`src/rtl/usb_rx_pkg.sv`:
```
// Shared types and helpers for the USB receive bit controller.
// Pure declarations: no latency and no flow control.
package usb_rx_pkg;

    localparam int USB_BYTE_W = 8;

    typedef enum logic [2:0] {
        IDLE,
        SYNC,
        DATA,
        EOP,
        ERR
    } rx_state_t;

    typedef enum logic [1:0] {
        ERR_NONE,
        ERR_STUFF,
        ERR_EOP,
        ERR_ALIGN
    } rx_err_t;

    function automatic logic [2:0] sat_inc3(input logic [2:0] v);
        return (v == 3'd7) ? v : v + 3'd1;
    endfunction

    function automatic logic [1:0] sat_inc2(input logic [1:0] v);
        return (v == 2'd3) ? v : v + 2'd1;
    endfunction

endpackage

```
`src/rtl/usb_bit_unstuffer.sv`:
```
// Tracks consecutive decoded 1s and classifies each DATA bit as payload, dropped stuff bit or stuff error.
// Combinational verdict on the same clk as bit_vld; no backpressure, one bit per bit_vld.
module usb_bit_unstuffer #(
    parameter int MAX_ONES = 6
) (
    input  logic clk,
    input  logic nRST,
    input  logic load,
    input  logic bit_vld,
    input  logic bit_in,
    output logic data_vld,
    output logic stuff_err
);

    logic [2:0] ones_cnt;
    logic       is_stuff;

    assign is_stuff  = (ones_cnt == 3'(MAX_ONES));
    assign data_vld  = bit_vld & ~is_stuff;
    assign stuff_err = bit_vld & is_stuff & bit_in;

    // The SYNC-terminating 1 already counts toward the run, hence load to 1.
    always_ff @(posedge clk or negedge nRST) begin
        if (!nRST) begin
            ones_cnt <= 3'd0;
        end else if (load) begin
            ones_cnt <= 3'd1;
        end else if (bit_vld) begin
            if (is_stuff || !bit_in) begin
                ones_cnt <= 3'd0;
            end else begin
                ones_cnt <= ones_cnt + 3'd1;
            end
        end
    end

endmodule

```
`src/rtl/usb_rx_bit_controller.sv`:
```
// Sequences the NRZI decoder: SYNC hunt, unstuffing, LSB-first byte assembly, EOP and error flags.
// rx_byte_valid/eop land 1 clk after the decoded bit's dec_strobe; no backpressure, one bit per bit_strobe.
module usb_rx_bit_controller
    import usb_rx_pkg::*;
#(
    parameter int SYNC_ZEROS   = 6,
    parameter int MAX_ONES     = 6,
    parameter int EOP_SE0_BITS = 2
) (
    input  logic       clk,
    input  logic       nRST,
    input  logic       bit_strobe,
    input  logic       line_j,
    input  logic       line_se0,
    input  logic       decoded_bit,
    output logic       start_decoding,
    output logic       rx_active,
    output logic [7:0] rx_byte,
    output logic       rx_byte_valid,
    output logic       eop,
    output logic [1:0] rx_err
);

    rx_state_t                 state;
    rx_err_t                   err_q;
    logic                      dec_strobe;
    logic                      j_lat;
    logic                      se0_lat;
    logic [2:0]                zero_cnt;
    logic [2:0]                bit_cnt;
    logic [1:0]                se0_cnt;
    logic [2:0]                j_cnt;
    logic [USB_BYTE_W-1:0]     byte_sr;
    logic [USB_BYTE_W-1:0]     byte_nxt;
    logic                      sync_done;
    logic                      us_bit_vld;
    logic                      us_data_vld;
    logic                      us_stuff_err;

    assign rx_err   = err_q;
    assign byte_nxt = {decoded_bit, byte_sr[USB_BYTE_W-1:1]};

    assign sync_done  = dec_strobe && (state == SYNC) && !se0_lat && decoded_bit
                        && (zero_cnt >= 3'(SYNC_ZEROS));
    assign us_bit_vld = dec_strobe && (state == DATA) && !se0_lat;

    usb_bit_unstuffer #(
        .MAX_ONES (MAX_ONES)
    ) u_unstuffer (
        .clk       (clk),
        .nRST      (nRST),
        .load      (sync_done),
        .bit_vld   (us_bit_vld),
        .bit_in    (decoded_bit),
        .data_vld  (us_data_vld),
        .stuff_err (us_stuff_err)
    );

    // Line state is latched with bit_strobe so every post-IDLE decision sees the
    // line condition and the decoded bit of the same bit time on dec_strobe.
    always_ff @(posedge clk or negedge nRST) begin
        if (!nRST) begin
            state          <= IDLE;
            err_q          <= ERR_NONE;
            dec_strobe     <= 1'b0;
            j_lat          <= 1'b0;
            se0_lat        <= 1'b0;
            zero_cnt       <= 3'd0;
            bit_cnt        <= 3'd0;
            se0_cnt        <= 2'd0;
            j_cnt          <= 3'd0;
            byte_sr        <= '0;
            start_decoding <= 1'b0;
            rx_active      <= 1'b0;
            rx_byte        <= '0;
            rx_byte_valid  <= 1'b0;
            eop            <= 1'b0;
        end else begin
            rx_byte_valid <= 1'b0;
            eop           <= 1'b0;
            dec_strobe    <= bit_strobe;
            if (bit_strobe) begin
                j_lat   <= line_j;
                se0_lat <= line_se0;
            end

            case (state)
                IDLE: begin
                    start_decoding <= 1'b0;
                    if (bit_strobe && !line_j && !line_se0) begin
                        start_decoding <= 1'b1;
                        zero_cnt       <= 3'd0;
                        state          <= SYNC;
                    end
                end

                SYNC: begin
                    if (dec_strobe) begin
                        if (se0_lat) begin
                            start_decoding <= 1'b0;
                            state          <= IDLE;
                        end else if (!decoded_bit) begin
                            zero_cnt <= sat_inc3(zero_cnt);
                        end else if (sync_done) begin
                            rx_active <= 1'b1;
                            err_q     <= ERR_NONE;
                            bit_cnt   <= 3'd0;
                            state     <= DATA;
                        end else begin
                            zero_cnt <= 3'd0;
                        end
                    end
                end

                DATA: begin
                    if (dec_strobe) begin
                        if (se0_lat) begin
                            se0_cnt <= 2'd1;
                            state   <= EOP;
                        end else if (us_stuff_err) begin
                            err_q          <= ERR_STUFF;
                            rx_active      <= 1'b0;
                            start_decoding <= 1'b0;
                            se0_cnt        <= 2'd0;
                            j_cnt          <= 3'd0;
                            state          <= ERR;
                        end else if (us_data_vld) begin
                            byte_sr <= byte_nxt;
                            bit_cnt <= bit_cnt + 3'd1;
                            if (bit_cnt == 3'(USB_BYTE_W - 1)) begin
                                rx_byte       <= byte_nxt;
                                rx_byte_valid <= 1'b1;
                            end
                        end
                    end
                end

                EOP: begin
                    if (dec_strobe) begin
                        if (se0_lat) begin
                            se0_cnt <= sat_inc2(se0_cnt);
                        end else if (j_lat && (se0_cnt >= 2'(EOP_SE0_BITS))) begin
                            eop            <= 1'b1;
                            rx_active      <= 1'b0;
                            start_decoding <= 1'b0;
                            state          <= IDLE;
                            if (bit_cnt != 3'd0) begin
                                err_q <= ERR_ALIGN;
                            end
                        end else begin
                            err_q          <= ERR_EOP;
                            rx_active      <= 1'b0;
                            start_decoding <= 1'b0;
                            se0_cnt        <= 2'd0;
                            j_cnt          <= 3'd0;
                            state          <= ERR;
                        end
                    end
                end

                ERR: begin
                    start_decoding <= 1'b0;
                    if (dec_strobe) begin
                        if (se0_lat) begin
                            se0_cnt <= sat_inc2(se0_cnt);
                            j_cnt   <= 3'd0;
                        end else if (j_lat) begin
                            se0_cnt <= 2'd0;
                            if ((se0_cnt >= 2'(EOP_SE0_BITS)) || (j_cnt == 3'd7)) begin
                                state <= IDLE;
                            end else begin
                                j_cnt <= j_cnt + 3'd1;
                            end
                        end else begin
                            se0_cnt <= 2'd0;
                            j_cnt   <= 3'd0;
                        end
                    end
                end

                default: begin
                    start_decoding <= 1'b0;
                    rx_active      <= 1'b0;
                    state          <= IDLE;
                end
            endcase
        end
    end

endmodule
```
`config.mk`:
```
export PLATFORM = sky130hd
export DESIGN_NAME = usb_rx_bit_controller
export DESIGN_NICKNAME = d
export VERILOG_FILES = /design/src/rtl/usb_rx_pkg.sv /design/src/rtl/usb_bit_unstuffer.sv /design/src/rtl/usb_rx_bit_controller.sv
export SDC_FILE = /design/constraint.sdc
export NUM_CORES = 1
export LEC_CHECK = 0
export BUFFER_PORTS_ARGS = -buffer_cell sky130_fd_sc_hd__buf_2
export CORE_ASPECT_RATIO = 1.4
export CORE_MARGIN = 1
export CORE_UTILIZATION = 41
export CTS_BUF_LIST = sky130_fd_sc_hd__clkbuf_16
export CTS_CLUSTER_DIAMETER = 120
export DETAILED_ROUTE_END_ITERATION = 10
export PLACE_DENSITY = 0.68
export SLEW_MARGIN = 25
export SYNTH_ARGS = -nofsm -noshare
export SYNTH_HDL_FRONTEND = slang
export SYNTH_HIERARCHICAL = 1
export SYNTH_SLANG_ARGS = --single-unit
```
`constraint.sdc`:
```
create_clock -name clk -period 3.4 [get_ports clk]
set_input_delay 0.51 -clock clk [delete_from_list [all_inputs] [get_ports clk]]
set_output_delay 0.51 -clock clk [all_outputs]
set_load 0.02 [all_outputs]
```
==> impl_metrics.yaml <==
placement:
  routabilityCongestion: 0.800
  io_buffers: 19
  hpwl_um: 3070
synthesis:
  synth_top_family_by_area: "simple AND/OR/NAND/NOR gates"
  ys.flop_type: "dfrtp_1"
  synth-async-reset-ratio: 1.00
  synth_area_um2: 2220
  ys_types: 39
  synth.avg_cell_area_um2: 10.1
  syn-num-nets: 238
  synth_edf_count: 0
  synthSimpleGateAreaFrac: 0.149
  synth-warning-count: 6
  synth_top_area_share: 0.463
  synthCells: 220
  synth_compound_area_frac: 0.145
  synth_xor_area_frac: 0
  synth.area.mux_share: 0.128
  synth_area_leaders: "dfrtp_1 46%, mux2_2 9.7%, ha_1 6.8%"
  synth.yosys.seq_area_share: 0.463
  synth_fa_ha_area_frac: 0.0678
  ys_seq_elements: 41
  synth_top_area_cell: "dfrtp_1"
route:
  ant_nets: 0
  avgViaCountPerCell: 5.36
  drc: 0
  drt_iter0_drc: 109
  post_drt_wl_per_cell_um: 13.8
  drt_pass1_iterations: 4
  vias: 1635
  drt-total-wl_um: 4200
worst_setup_path:
  critPathKind: "flip-flop to flip-flop"
  crit_buf_inv: 0
  crit_chain: "nand2b_1 > nor3_2 > nand2_1 > nor2_1 > nor2b_1 > nand3_1 > mux2_2"
  crit_required_ns: 3.57
  critPathTopFamily: "simple AND/OR/NAND/NOR gates"
  crit_path_max_fanout: 17
  max_stage_delay_ns: 0.63
  critPathCaptureType: "flip-flop"
  crit_arrival_ns: 2.98
  start_kind: "flip-flop"
  crit_path_top_delay_cell: "dfrtp_1"
timing:
  tightest_slew_ns: 0.912
  period_share: 0.828
  finalWorstPathRequiredPeriod_ns: 2.82
  fin_setup_tns_ns: 0
  slew_violations: 0
  slew_headroom: 0.392
  fin_skew_ns: 0.00370
  rsz0062_at_grt: "false"
  finalSetupViolations: 0
  hold_viol_final: 0
  max_freq_mhz: 355
  holdWs_ns: 0.361
layout:
  antenna_cells: 0
  layout_common_cells: "41 x dfrtp_1, 22 x nand2_1, 19 x mux2_2, 19 x buf_2"
  final_common_cell: "dfrtp_1"
  finalNetCount: 256
  drive_gt1_frac: 0.222
  ff_latch_area_um2: 1030
  syn2layout_area_growth_pct: 15.4
  n_fill_cell: 495
  multi_input_area_um2: 1080
clock_network:
  ctsHoldBuffers: 0
  cts_resized: 0
  path_clk_slew_ns: 0.06
  htreeDepth: 2
  cts_setup_buffers: 0
  clock_sinks: 41
  cts_buffers: 5
  cts_tree: "done"
  cts_buffer_depth: 2
  clockRootBuffer: "clkbuf_16"
  insertion_delay_ns: 0.28
power:
  powerDensity_nw_per_um2: 723
  power_leakage_nw: 1.25
  worst_ir_drop_vdd_v: 0.000271
floorplan:
  io_pins: 20
  fp.dieH_um: 89.0
  core-area_um2: 5200
  dieArea_um2: 5710
  die_w_um: 64.1
  rows: 31
  initial_core_util: 0.426
grt:
  grt_pass1_vias: 1662
  grt_pass1_wl_um: 7630
  antenna_found_initial: 0
  grt-ovfl-total: 0
  track_usage: 0.173
  grt_start_max_net_pins: 42
job:
  maxCapViolations: 0
worst_hold_path:
  hp-class: "primary input to asynchronous set/reset pin"
status:
  status: "finished clean"
-- per-layer routing --
metal,track usage,vias up,part of all wire
met5,0,-,0
met3,0.0357,6,0.026
li1,-,809,-
met4,0.0747,0,0.017
met1,0.199,796,0.43
met2,0.311,24,0.53
-- state kept, by name (all words and copies together) (netlist names), 3 cells and up --
| signal | cells |
|---|---|
| zero_cnt | 3 |
| byte_sr | 7 |
| u_unstuffer/ones_cnt | 3 |
| j_cnt | 3 |
| bit_cnt | 3 |
| state | 3 |
| rx_byte | 8 |
-- report_power, final --
group	total [mW]	switching, mW	leakage [nW]	internal, mW
sequential	0.673	0.0991	0.542	0.574
clock	0.618	0.195	0.0944	0.423
combinational	0.558	0.328	0.614	0.230
-- cells in the mapped netlist (all sizes together), types with 2 or more instances --
cell and instances:
mux2 19, nor2 17, ha 12, inv 18
nand2 22, nor3 5, o221ai 2, a211oi 5
a21oi 17, a21o 2, mux2i 7, nor4 2
nor3b 2, o21ai 9, buf 2, nand2b 5
nand3b 2, clkbuf 7, nor2b 2, nand3 3
o32ai 2, or3b 2, dfrtp 41, a31oi 4
-- logic make-up (layout without fill, tap and decap cells) --
group	Yosys count	in the layout
multiplexers	26	26
adder cells (fa/ha/maj)	12	12
buffers and inverters	27	46
AND/OR/NAND/NOR	66	66
flip-flops	41	41
AO/OA/AOI/OAI	48	48
-- stage by stage --
| stage | cell area (um^2) | worst slack (ns) | utilization | power (mW) | instances |
|---|---|---|---|---|---|
| after floorplan | 2220 | 1.26 | - | 1.12 | 220 |
| after global placement | 2360 | 0.759 | 0.455 | 1.23 | 297 |
| after detailed placement | 2360 | 0.629 | 0.455 | 1.24 | 297 |
| after CTS | 2560 | 0.613 | 0.492 | 1.87 | 305 |
| after global routing | 2560 | 0.326 | 0.492 | 1.99 | 305 |
| final | 2560 | 0.585 | 0.492 | 1.85 | 305 |
-- area by class of cell --
type | count | share of cell area
Clock buffer | 5 | 0.0489
Clock inverter | 3 | 0.0269
Inverter | 18 | 0.0264
Multi-Input combinational cell | 152 | 0.424
Sequential cell | 41 | 0.401
Tap cell | 66 | 0.0323
Timing Repair Buffer | 20 | 0.0401
-- final timing paths --
check / startpoint / to / slack, ns / depth (start not counted)
worst min-delay path: nRST / rx_byte_valid / 0.36 / 1
worst min register to register: rx_byte[7] / rx_byte[7] / 0.48 / 2
max in group asynchronous: nRST / bit_cnt[1] / 2.48 / 1
worst max-delay path: state[1] / rx_byte[0] / 0.58 / 7
min in group clk: bit_strobe / dec_strobe / 0.38 / 1
worst max register to register: state[1] / rx_byte[0] / 0.58 / 7
No activity file was read; power rests on OpenSTA's default activity.
